==> src/rtl/serial_loader_pkg.sv <==
// Shared definitions for the serial_loader block: FSM state encoding and
// the bit-counter width helper. PAR is kept in the enum in every build so
// the encoding does not change with PARITY_CHK_EN.
package serial_loader_pkg;

    typedef enum logic [1:0] {
        IDLE  = 2'd0,
        SHIFT = 2'd1,
        PAR   = 2'd2,
        LOAD  = 2'd3
    } state_t;

    // Width needed to hold a count from 0 to n inclusive.
    function automatic int cnt_width(input int n);
        return $clog2(n + 1);
    endfunction

endpackage

==> src/rtl/serial_loader_bit_counter.sv <==
// bit_counter: N-terminal up-counter. Counts accepted bits, raises done while
// the count sits at N-1 (the next increment completes a word) and wraps to 0
// on that increment. clr discards the current count.
module bit_counter
    import serial_loader_pkg::*;
#(
    parameter int N = 4
) (
    input  logic clk,
    input  logic rst,
    input  logic clr,
    input  logic inc,
    output logic done
);

    localparam int W = cnt_width(N);

    logic [W-1:0] cnt;

    // Count register: reset/clear to zero, wrap after the Nth increment.
    always_ff @(posedge clk) begin
        if (rst || clr) begin
            cnt <= '0;
        end else if (inc) begin
            cnt <= done ? '0 : cnt + 1'b1;
        end
    end

    assign done = (cnt == W'(N - 1));

endmodule

==> src/rtl/serial_loader.sv <==
// serial_loader: collects N serial bits over a valid/ready handshake and
// presents the completed word on par_out together with a one-cycle load
// pulse for a downstream parallel register (which samples on the falling
// edge; everything here changes on the rising edge only).
// Optional feature macro: PARITY_CHK_EN adds a trailing parity bit per word,
// checked with sense PARITY_ODD; failures pulse par_err and drop the word.
module serial_loader
    import serial_loader_pkg::*;
#(
    parameter int N          = 4,
    parameter int MSB_FIRST  = 0,
    parameter int PARITY_ODD = 0
) (
    input  logic         clk,
    input  logic         rst,
    input  logic         sin,
    input  logic         sin_valid,
    output logic         sin_ready,
    input  logic         clear,
    output logic [N-1:0] par_out,
    output logic         load,
    output logic         busy,
    output logic         par_err
);

    if (N < 2 || MSB_FIRST < 0 || MSB_FIRST > 1 || PARITY_ODD < 0 || PARITY_ODD > 1) begin : g_param_check
        $error("serial_loader: N must be >= 2, MSB_FIRST and PARITY_ODD must be 0 or 1");
    end

    state_t       state;
    state_t       state_nxt;
    logic [N-1:0] shift;
    logic [N-1:0] shift_nxt;
    logic         take;
    logic         data_take;
    logic         last_bit;
    logic         commit;
    logic [N-1:0] word;

    // A bit only counts when the handshake completes and no abort is pending.
    assign take      = sin_valid && sin_ready && !clear;
    assign data_take = take && (state == IDLE || state == SHIFT);
    assign shift_nxt = (MSB_FIRST != 0) ? {shift[N-2:0], sin} : {sin, shift[N-1:1]};

    bit_counter #(.N(N)) u_bit_counter (
        .clk  (clk),
        .rst  (rst),
        .clr  (clear),
        .inc  (data_take),
        .done (last_bit)
    );

`ifdef PARITY_CHK_EN
    logic par_ok;

    // Ones over data plus parity bit must match the configured sense.
    assign par_ok = (((^shift) ^ sin) == (PARITY_ODD != 0));
    assign commit = take && (state == PAR) && par_ok;
    assign word   = shift;

    // Parity failure flag: one-cycle pulse after the rejected parity bit.
    always_ff @(posedge clk) begin
        if (rst) begin
            par_err <= 1'b0;
        end else begin
            par_err <= take && (state == PAR) && !par_ok;
        end
    end
`else
    assign commit  = data_take && (state == SHIFT) && last_bit;
    assign word    = shift_nxt;
    assign par_err = 1'b0;
`endif

    // Shift register assembling the word in progress.
    always_ff @(posedge clk) begin
        if (rst || clear) begin
            shift <= '0;
        end else if (data_take) begin
            shift <= shift_nxt;
        end
    end

    // Output word: only updated on the edge that enters LOAD.
    always_ff @(posedge clk) begin
        if (rst) begin
            par_out <= '0;
        end else if (commit) begin
            par_out <= word;
        end
    end

    // FSM state register.
    always_ff @(posedge clk) begin
        if (rst) begin
            state <= IDLE;
        end else begin
            state <= state_nxt;
        end
    end

    // FSM next-state logic; clear aborts any partial word.
    always_comb begin
        state_nxt = state;
        case (state)
            IDLE: begin
                if (take) state_nxt = SHIFT;
            end
            SHIFT: begin
                if (clear) begin
                    state_nxt = IDLE;
                end else if (take && last_bit) begin
`ifdef PARITY_CHK_EN
                    state_nxt = PAR;
`else
                    state_nxt = LOAD;
`endif
                end
            end
`ifdef PARITY_CHK_EN
            PAR: begin
                if (clear) begin
                    state_nxt = IDLE;
                end else if (take) begin
                    state_nxt = par_ok ? LOAD : IDLE;
                end
            end
`endif
            LOAD:    state_nxt = IDLE;
            default: state_nxt = IDLE;
        endcase
    end

    // FSM outputs: LOAD is a one-cycle bubble that refuses input.
    always_comb begin
        load      = (state == LOAD);
        busy      = (state != IDLE);
        sin_ready = !rst && (state != LOAD);
    end

endmodule

==> config.mk <==
export PLATFORM = sky130hd
export DESIGN_NAME = serial_loader
export DESIGN_NICKNAME = d
export VERILOG_FILES = /design/src/rtl/serial_loader_pkg.sv /design/src/rtl/serial_loader_bit_counter.sv /design/src/rtl/serial_loader.sv
export SDC_FILE = /design/constraint.sdc
export NUM_CORES = 1
export LEC_CHECK = 0
export ABC_AREA = 1
export BUFFER_PORTS_ARGS = -buffer_cell sky130_fd_sc_hd__buf_2
export CAP_MARGIN = 30
export CORE_AREA = 2 2 39 41
export DETAILED_ROUTE_END_ITERATION = 6
export DIE_AREA = 0 0 41 43
export GPL_ROUTABILITY_DRIVEN = 0
export PLACE_DENSITY = 0.74
export SETUP_SLACK_MARGIN = 0.5
export SLEW_MARGIN = 10
export SYNTH_ARGS = -nofsm -noshare
export SYNTH_HDL_FRONTEND = slang
export SYNTH_HIERARCHICAL = 1
export SYNTH_SLANG_ARGS = --single-unit
export TNS_END_PERCENT = 50
==> constraint.sdc <==
create_clock -name clk -period 1.5 [get_ports clk]
set_input_delay 0.225 -clock clk [delete_from_list [all_inputs] [get_ports clk]]
set_output_delay 0.225 -clock clk [all_outputs]
set_load 0.05 [all_outputs]
After elaboration in Yosys (flattened, before gate mapping)
Index checks and enable logic that the tools add are counted.
Widths: inputs -> output; s select.
- input port bits: 5
- flip-flop bits (word level): 13
- logic and storage cells: 30
- output and inout port bits: 8
- $add $sub $neg: 1
- multiplexer cells: 5
- equal/unequal tests: 6
- reduce and logical (&&, ||, !) cells: 14
- operators with widths (kind ; number):
    $logic_and 1x1->1 ; 7
    $mux 2 ; 3
    $ne 2x2->1 const B ; 2
    $pmux 2 s2 ; 1
    $add 3x1->3 const B ; 1
    $eq 3x2->1 const B ; 1
    $mux 3 ; 1
    $ne 3x2->1 const B ; 1
    $eq 2x1->1 const B ; 1
    $eq 2x2->1 const B ; 1
    $logic_not 1->1 ; 2
    $logic_not 2->1 ; 1
    $logic_or 1x1->1 ; 2
    $reduce_and 2->1 ; 1
    $reduce_bool 2->1 ; 1

Logic depth before layout (Yosys ltp)
Gate-level depths: netlist of run 1.
- depth in word-level cells: 8
- gate-level depth with buffers: 8
- mapped depth without buffers: 8

By module
Netlist of run 1, hierarchy kept.
- by module, submodules not included (module ; area an instance (um^2) ; instances ; seq. area each (um^2) ; cells each):
    serial_loader ; 410.4 ; 1 ; 180.2 ; 55
    bit_counter ; 142.6 ; 1 ; 60.1 ; 19

Worst setup path after synthesis of run 1
OpenSTA, ideal clock, no wires.
- kind: register to output
- from: register state[0]
- to: output port sin_ready
- required time: 1275 ps
- data arrival time: 1305 ps
- setup slack: -30 ps
- buffers on the path: 0
- cell stages (with the launch flop): 4
- path through: dfxtp_1 > nand2_1 > inv_1 > nor2_1
- cells in the longest elaborated chain, start to end: 2
- ends and longest elaborated chain (item ; line ; text):
    start, declared ; serial_loader.sv:30 ; state_t state;
    start signal, assigned ; serial_loader.sv:98 ; state <= state_nxt;
    $ne 2x2->1 ; serial_loader.sv:138 ; sin_ready = !rst && (state != LOAD);
    $logic_and 1x1->1 ; serial_loader.sv:138 ;
    end, declared ; serial_loader.sv:18 ; output logic sin_ready,
No other way between the ends.

Worst setup path in the final report of run 1
- from: register state[1]
- to: output port sin_ready
The elaborated chain is that of the path after synthesis.

==> results.txt, run 1 <==
pwr dens: 761 nW/um^2
Tot GR Track Use: 0.163
Core ar.: 1380 sq um
die width: 41 um
Synth Register Bits: 12
CTS tree: yes
Initial Util: 0.400
dpl cell area: 646 sq um
Iter 0 DRT Violations: 9
Synthesis Warnings: 6
share of cells above drive strength 1: 0.479
setup TNS: 0 ns
synthesis-to-finish area growth: 41.0%
first-pass GRT wire length: 1850 um
port buffer count: 11
Final nets: 102
outcome: finished clean
Unique masters post-synth: 18
residual DRC count: 0
Mapped Cells: 74
WP data arrival: 0.95 ns
commonest non-fill, non-tap cell in the layout: nand2_1
I/O pins: 13
CP max-delay cell: dfxtp_2
GRT overflow: 0
worst-path cell chain: nand2_2 -> inv_2 -> nor2_4 -> buf_8
hold_buf cts: 0
Final Skew: 0.000996 ns
Leak: 0.000374 uW
CTS Sinks: 12
clock root buffer: clkbuf_4
Avg Cell Area, Syn: 7.47 sq um
CP peak stage delay: 0.34 ns
DP Worst Slack: 0.245 ns
Die ar.: 1760 sq um
First-pass DRT Iterations: 3
Syn Nets: 80
commonest cells after routing, fill and taps aside: 12 x nand2_1, 9 x nor2_1, 9 x inv_1
sequential-to-total area share from yosys stat: 0.434
post-layout min period: 1.17 ns
unrepaired setup endpoints after global routing: yes
fin area: 779 sq um
Worst setup SP type: flip-flop
CP endpoint kind: output port
DP HPWL: 764 um
CP max FO: 3
WL/cell: 10.3 um
final worst-path cycle share: 0.783
clock tree buffer depth: 2
clk slew on worst S/H paths: 0.07 ns
vias: 498
WL final: 1130 um
Worst VDD drop: 485 uV
fmax: 0.852 GHz
kind of critical path: flip-flop to output port
worst skew pair latency: 0.27 ns
hold slack: 0.235 ns
Synth Cell Area: 553 sq um
Crit path required time: 1.27 ns
Finish-stage setup viols: 0
hold crit path type: input port to flip-flop
initial antenna violation count: 0
vias in the first global route: 462
die span in y: 43 um
Final WS setup: 0.326 ns
H-tree Lvls: 1
Antenna Nets Post-Route: 0
Slew Limit Fails: 0
Non-Filler Instances: 110
DR vias/cell: 4.53
TritonCTS Buffers: 3
largest net degree at the start of global routing: 7
max-cap violations: 0
Final Hold Fails: 0
ANT cells: 0
Inst Count DP: 100
Cell Rows: 14
## worst max-delay path: cells and delay by family (launching register included)
kind	cells	cell delay [ns]
flops	1	0.34
buf+inv	2	0.20
simple gates	2	0.14
## metrics by stage
stage,power [uW],utilization
CTS,597,0.544
finish,593,0.563
global placement,396,0.467
global route,622,0.563
detailed placement,398,0.467
floorplan,381,-
## logic make-up after synthesis
group	after synthesis	synth area share
AND/OR/NAND/NOR	37	0.344
buffers and inverters	14	0.102
flip-flops	12	0.434
AO/OA/AOI/OAI	9	0.0905
adder cells (fa/ha/maj)	1	0.0226
other	1	0.00678
## power by group
group,total (uW),internal [uW],switching (uW)
registers,327,323,4.15
clock network,192,93.0,99.1
logic,73.8,25.1,48.7
total,593,441,152
## worst paths after layout
| path | startpoint | to | cells after the start | slack (ns) |
|---|---|---|---|---|
| hold / removal | sin | shift[3] | 3 | 0.24 |
| hold reg to reg | u_bit_counter/cnt[2] | u_bit_counter/cnt[2] | 2 | 0.45 |
| setup reg to reg | u_bit_counter/cnt[1] | par_out[2] | 8 | 0.39 |
| setup / recovery | state[1] | sin_ready | 4 | 0.33 |
## repair_timing
action / in CTS / in global routing
pin swaps: 5 / 6
setup endpoints to repair: 11 / 14
buffers inserted: 5 / 1
resized for setup: 12 / 7
cloned: 1 / 0
## layout make-up
type,instances,area (sq um)
timing repair buffer,17,123
clock buffer,3,22.5
tap,16,20.0
sequential,12,248
fill,136,604
inverter,13,51.3
multi-input combinational,49,315
## Yosys cell counts
cell type / count / area (sq um)
a31oi_1: 1 / 6.26
nor2_4: 1 / 11.3
nand3_2: 2 / 20.0
nand2_1: 18 / 67.6
buf_4: 1 / 7.51
o21ai_0: 4 / 20.0
dfxtp_1: 12 / 240
nor2_8: 1 / 20.0
inv_1: 11 / 41.3
nor2_2: 2 / 12.5
inv_2: 2 / 7.51
conb_1: 1 / 3.75
a21oi_2: 1 / 8.76
a21oi_1: 3 / 15.0
nor2_1: 10 / 37.5
nand3_1: 2 / 10.0
ha_1: 1 / 12.5
nand2_4: 1 / 11.3
## layer usage
| layer | share of wire | GRT usage | vias up |
|---|---|---|---|
| li1 | - | - | 265 |
| met1 | 0.42 | 0.175 | 214 |
| met2 | 0.51 | 0.253 | 15 |
| met3 | 0.047 | 0.0471 | 4 |
| met4 | 0.025 | 0.120 | 0 |
| met5 | 0 | 0 | - |
## sequential cells by signal, indices dropped and copies added, names as in the netlist
register           count
shift                  3
u_bit_counter/cnt      3
state                  2
par_out                4
Note: power is estimated with default switching activity, not from simulation.
==> run 2, diff against run 1 <==
clock period = 1.15 ns   (was 1.5 ns; I/O delays follow)
==> results.txt, run 2 (synthesis gave the netlist of run 1 again) <==
Final Skew: 0.00589 ns (was 0.000996 ns)
Core ar.: 1380 sq um (unchanged)
Final nets: 104 (was 102)
commonest non-fill, non-tap cell in the layout: nand2_1 (unchanged)
worst skew pair latency: 0.28 ns (was 0.27 ns)
hold_buf cts: 0 (unchanged)
Cell Rows: 14 (unchanged)
Crit path required time: 0.98 ns (was 1.27 ns)
Finish-stage setup viols: 1 (was 0)
CTS tree: yes (unchanged)
unrepaired setup endpoints after global routing: yes (unchanged)
Die ar.: 1760 sq um (unchanged)
Final Hold Fails: 0 (unchanged)
share of cells above drive strength 1: 0.567 (was 0.479)
TritonCTS Buffers: 3 (unchanged)
max reg flops: 4 (unchanged)
max-cap violations: 0 (unchanged)
Initial Util: 0.400 (unchanged)
synthesis-to-finish area growth: 57.2% (was 41.0%)
failing checks: setup timing
Top reg by flops: par_out (unchanged)
Inst Count DP: 103 (was 100)
hold slack: 0.184 ns (was 0.235 ns)
clock tree buffer depth: 2 (unchanged)
Iter 0 DRT Violations: 3 (was 9)
hold crit path type: input port to flip-flop (unchanged)
First-pass DRT Iterations: 3 (unchanged)
pwr dens: 1010 nW/um^2 (was 761 nW/um^2)
clk slew on worst S/H paths: 0.08 ns (was 0.07 ns)
fmax: 0.868 GHz
footprint of the multi-input gates: 347 sq um (was 315 sq um)
port buffer count: 11 (unchanged)
fill cell count: 120 (was 136)
post-layout min period: 1.15 ns
kind of critical path: flip-flop to output port (unchanged)
die span in y: 43 um (unchanged)
largest net degree at the start of global routing: 10 (was 7)
Non-Filler Instances: 113 (was 110)
DR vias/cell: 4.65 (was 4.53)
first-pass GRT wire length: 1910 um (was 1850 um)
die width: 41 um (unchanged)
Antenna Nets Post-Route: 0 (unchanged)
dpl cell area: 689 sq um (was 646 sq um)
vias: 526 (was 498)
I/O pins: 13 (unchanged)
final worst-path cycle share: 1.00
Worst VDD drop: 576 uV (was 485 uV)
CP max FO: 4 (was 3)
Final WS setup: -0.00194 ns (was 0.326 ns)
clock root buffer: clkbuf_4 (unchanged)
min-delay src: sin (unchanged)
commonest cells after routing, fill and taps aside: 11 x nand2_1, 9 x buf_4, 8 x inv_1, 8 x nor2_1, 6 x dfxtp_1 (was 12 x nand2_1, 9 x nor2_1, 9 x inv_1)
DP HPWL: 795 um (was 764 um)
WHS Path Cells: 3 (unchanged)
Final Power: 875 uW (was 593 uW)
Slew Limit Fails: 0 (unchanged)
GRT overflow: 0 (unchanged)
Reg-to-Reg Start: u_bit_counter/cnt[0] (was u_bit_counter/cnt[1])
ANT cells: 0 (unchanged)
register area: 253 sq um (was 248 sq um)
residual DRC count: 0 (unchanged)
WHS Endpoint: shift[3] (unchanged)
Leak: 0.000400 uW (was 0.000374 uW)
WL/cell: 10.7 um (was 10.3 um)
WL final: 1210 um (was 1130 um)
R2R Setup Slk: -0.002 ns (was 0.39 ns)
Largest regs: par_out (4), shift (3), u_bit_counter/cnt (3) (unchanged)
reg-to-reg endpoint: par_out[2] (unchanged)
CTS Sinks: 12 (unchanged)
CP endpoint kind: output port (unchanged)
FF-to-FF path depth: 8 (unchanged)
H-tree Lvls: 1 (unchanged)
vias in the first global route: 499 (was 462)
Tot GR Track Use: 0.159 (was 0.163)
outcome: finished, violations left (was finished clean)
WP data arrival: 0.98 ns (was 0.95 ns)
Worst setup SP type: flip-flop (unchanged)
fin area: 870 sq um (was 779 sq um)
initial antenna violation count: 0 (unchanged)
## run 2: what timing repair did
action                     in CTS  in global routing
resized for setup              14                 21
pin swaps                       0                 10
buffers inserted                2                  3
setup endpoints to repair      19                 19
gates cloned                    0                  1
## run 2: final cells by class
cell class / count / area share
Sequential cell: 12 / 0.291
Timing Repair Buffer: 19 / 0.187
Clock buffer: 4 / 0.0417
Inverter: 13 / 0.0590
Tap cell: 16 / 0.0230
Multi-Input combinational cell: 49 / 0.399
## run 2: metrics by stage
step	TNS, ns	worst slack [ns]	util
2_1_floorplan	0	0.0363	-
3_3_place_gp	0	0.0418	0.498
3_5_place_dp	0	0.0271	0.498
4_1_cts	0	0.00473	0.561
5_1_grt	-0.320	-0.0750	0.628
6_report	-0.00194	-0.00194	0.628
## run 2: per-layer routing
layer,share of wire,track usage
met1,0.40,0.188
met2,0.54,0.247
met3,0.042,0.0471
met4,0.014,0.0800
met5,0,0
## run 2: how the worst max path moves through the flow
stage | start | end | slack [ns] | cells after the start
2_1_floorplan | state[0] | sin_ready | 0.04 | 3
3_3_place_gp | clear | u_bit_counter/cnt[0] | 0.04 | 8
3_5_place_dp | clear | u_bit_counter/cnt[0] | 0.03 | 8
4_1_cts | state[1] | sin_ready | 0.005 | 4
5_1_grt | u_bit_counter/cnt[0] | par_out[2] | -0.07 | 8
6_report | state[1] | busy | -0.002 | 3
## run 2: worst max-delay path, cell delays in order (launching register included)
cell and delay, ns:
dfxtp_4 0.37, inv_4 0.11, nand2_8 0.05, buf_4 0.18
## run 2: where the power goes
group,switching (uW),internal (uW)
logic,69.0,41.9
registers,5.98,419
clock network,147,193
==> run 3, diff against run 2 <==
clock period = 1.4 ns   (was 1.15 ns; I/O delays follow)
==> results.txt, run 3 (synthesis gave the netlist of run 1 again) <==
worst-path cell chain: nand2_2 -> inv_2 -> nor2_4 -> buf_6 (was inv_4 -> nand2_8 -> buf_4)
Die ar.: 1760 sq um (unchanged)
vias: 492 (was 526)
setup TNS: 0 ns (was -0.00194 ns)
max-cap violations: 0 (unchanged)
CP max FO: 4 (unchanged)
clock root buffer: clkbuf_4 (unchanged)
kind of critical path: flip-flop to output port (unchanged)
DR vias/cell: 4.43 (was 4.65)
Crit path required time: 1.19 ns (was 0.98 ns)
post-layout min period: 1.17 ns
final worst-path cycle share: 0.836
pwr dens: 866 nW/um^2 (was 1010 nW/um^2)
Int Power: 531 uW (was 653 uW)
Initial Util: 0.400 (unchanged)
Non-Filler Instances: 111 (was 113)
residual DRC count: 0 (unchanged)
share of cells above drive strength 1: 0.526 (was 0.567)
CP endpoint kind: output port (unchanged)
WL/cell: 9.56 um (was 10.7 um)
I/O pins: 13 (unchanged)
CTS tree: yes (unchanged)
Largest regs: par_out (4), shift (3), u_bit_counter/cnt (3) (unchanged)
largest net degree at the start of global routing: 8 (was 10)
Worst setup SP type: flip-flop (unchanged)
CP peak stage delay: 0.37 ns (about the same)
Cell Rows: 14 (unchanged)
GRT met3 Usage: 0.0471 (unchanged)
clock tree buffer depth: 2 (unchanged)
clk slew on worst S/H paths: 0.07 ns (was 0.08 ns)
worst skew pair latency: 0.27 ns (was 0.28 ns)
die span in y: 43 um (unchanged)
Iter 0 DRT Violations: 2 (was 3)
ANT cells: 0 (unchanged)
Antenna Nets Post-Route: 0 (unchanged)
port buffer count: 11 (unchanged)
Final Skew: 0.00373 ns (was 0.00589 ns)
hold crit path type: input port to flip-flop (unchanged)
max reg flops: 4 (unchanged)
fmax: 0.855 GHz
unrepaired setup endpoints after global routing: yes (unchanged)
commonest cells after routing, fill and taps aside: 11 x nand2_1, 9 x nor2_1, 8 x inv_1 (was 11 x nand2_1, 9 x buf_4, 8 x inv_1, 8 x nor2_1, 6 x dfxtp_1)
Final Hold Fails: 0 (unchanged)
Slew Limit Fails: 0 (unchanged)
P_sw: 169 uW (was 222 uW)
Final Power: 700 uW (was 875 uW)
fill cell count: 130 (was 120)
initial antenna violation count: 0 (unchanged)
CP max-delay cell: dfxtp_2 (was dfxtp_4)
clock share of power: 0.387 (was 0.388)
grt peak-use layer: met2 (unchanged)
Core ar.: 1380 sq um (unchanged)
CTS Sinks: 12 (unchanged)
dpl cell area: 646 sq um (was 689 sq um)
hold_buf cts: 0 (unchanged)
Top reg by flops: par_out (unchanged)
DP Worst Slack: 0.157 ns (was 0.0271 ns)
H-tree Lvls: 1 (unchanged)
die width: 41 um (unchanged)
First-pass DRT Iterations: 4 (was 3)
TritonCTS Buffers: 3 (unchanged)
fin area: 808 sq um (was 870 sq um)
Comb pwr share: 0.113 (was 0.127)
sw frac: 0.241 (was 0.253)
Finish-stage setup viols: 0 (was 1)
DP HPWL: 751 um (was 795 um)
first-pass GRT wire length: 1740 um (was 1910 um)
Tot GR Track Use: 0.150 (was 0.159)
Worst VDD drop: 630 uV (was 576 uV)
routing usage on met1: 0.151 (was 0.188)
outcome: finished clean (was finished, violations left)
Final WS setup: 0.230 ns (was -0.00194 ns)
WL final: 1060 um (was 1210 um)
Leak: 0.000382 uW (was 0.000400 uW)
WP data arrival: 0.96 ns (was 0.98 ns)
commonest non-fill, non-tap cell in the layout: nand2_1 (unchanged)
GRT overflow: 0 (unchanged)
vias in the first global route: 459 (was 499)
GR Util met2: 0.234 (was 0.247)
Final nets: 102 (was 104)
Inst Count DP: 100 (was 103)
Flop pwr share: 0.500 (was 0.485)
synthesis-to-finish area growth: 46.2% (was 57.2%)
-- run 3: critical path: cells and delay by family, from the launching register on --
kind	cells	cell delay (ns)
and+or+nand+nor	2	0.09
buffers and inverters	2	0.22
DFF	1	0.37
-- run 3: power by group through the flow --
stage	combinational (uW)	sequential, uW	clock (uW)
after floorplan	49.3	359	0
after global placement	64.3	360	0
after detailed placement	65.2	360	0
after CTS	77.7	350	289
after global routing	86.7	351	300
final	79.0	350	271
-- run 3: routing by layer --
metal | routed length [um] | part of all wire
met5 | 0 | 0
met1 | 440 | 0.41
met4 | 16 | 0.015
met3 | 64 | 0.060
met2 | 540 | 0.51
-- run 3: area by class of cell --
type | count | area (sq um) | share of cell area
multi-input combinational | 49 | 318 | 0.393
inverter | 13 | 48.8 | 0.0604
clock buffer | 4 | 36.3 | 0.0449
timing repair buffer | 17 | 135 | 0.167
tap | 16 | 20.0 | 0.0248
sequential | 12 | 250 | 0.310
-- run 3: path summary, 6_finish.rpt --
| kind | startpoint | end | slack [ns] | cells past startpoint |
|---|---|---|---|---|
| setup / recovery | state[1] | sin_ready | 0.23 | 4 |
| hold / removal | sin | shift[3] | 0.23 | 3 |
| setup reg to reg | u_bit_counter/cnt[1] | par_out[3] | 0.28 | 8 |
| hold reg to reg | u_bit_counter/cnt[2] | u_bit_counter/cnt[2] | 0.46 | 2 |
-- run 3: timing repair --
item | in CTS | in global routing
gates resized for setup | 15 | 13
pin swaps | 4 | 4
endpoints found under the setup margin | 15 | 19
cloned | 1 | 0
buffers inserted | 5 | 1
-- run 3: through the flow --
step           utilization  hold slack, ns
4_1_cts              0.561           0.195
2_1_floorplan            -           0.352
3_3_place_gp         0.467           0.443
6_report             0.584           0.227
3_5_place_dp         0.467           0.448
5_1_grt              0.584           0.252
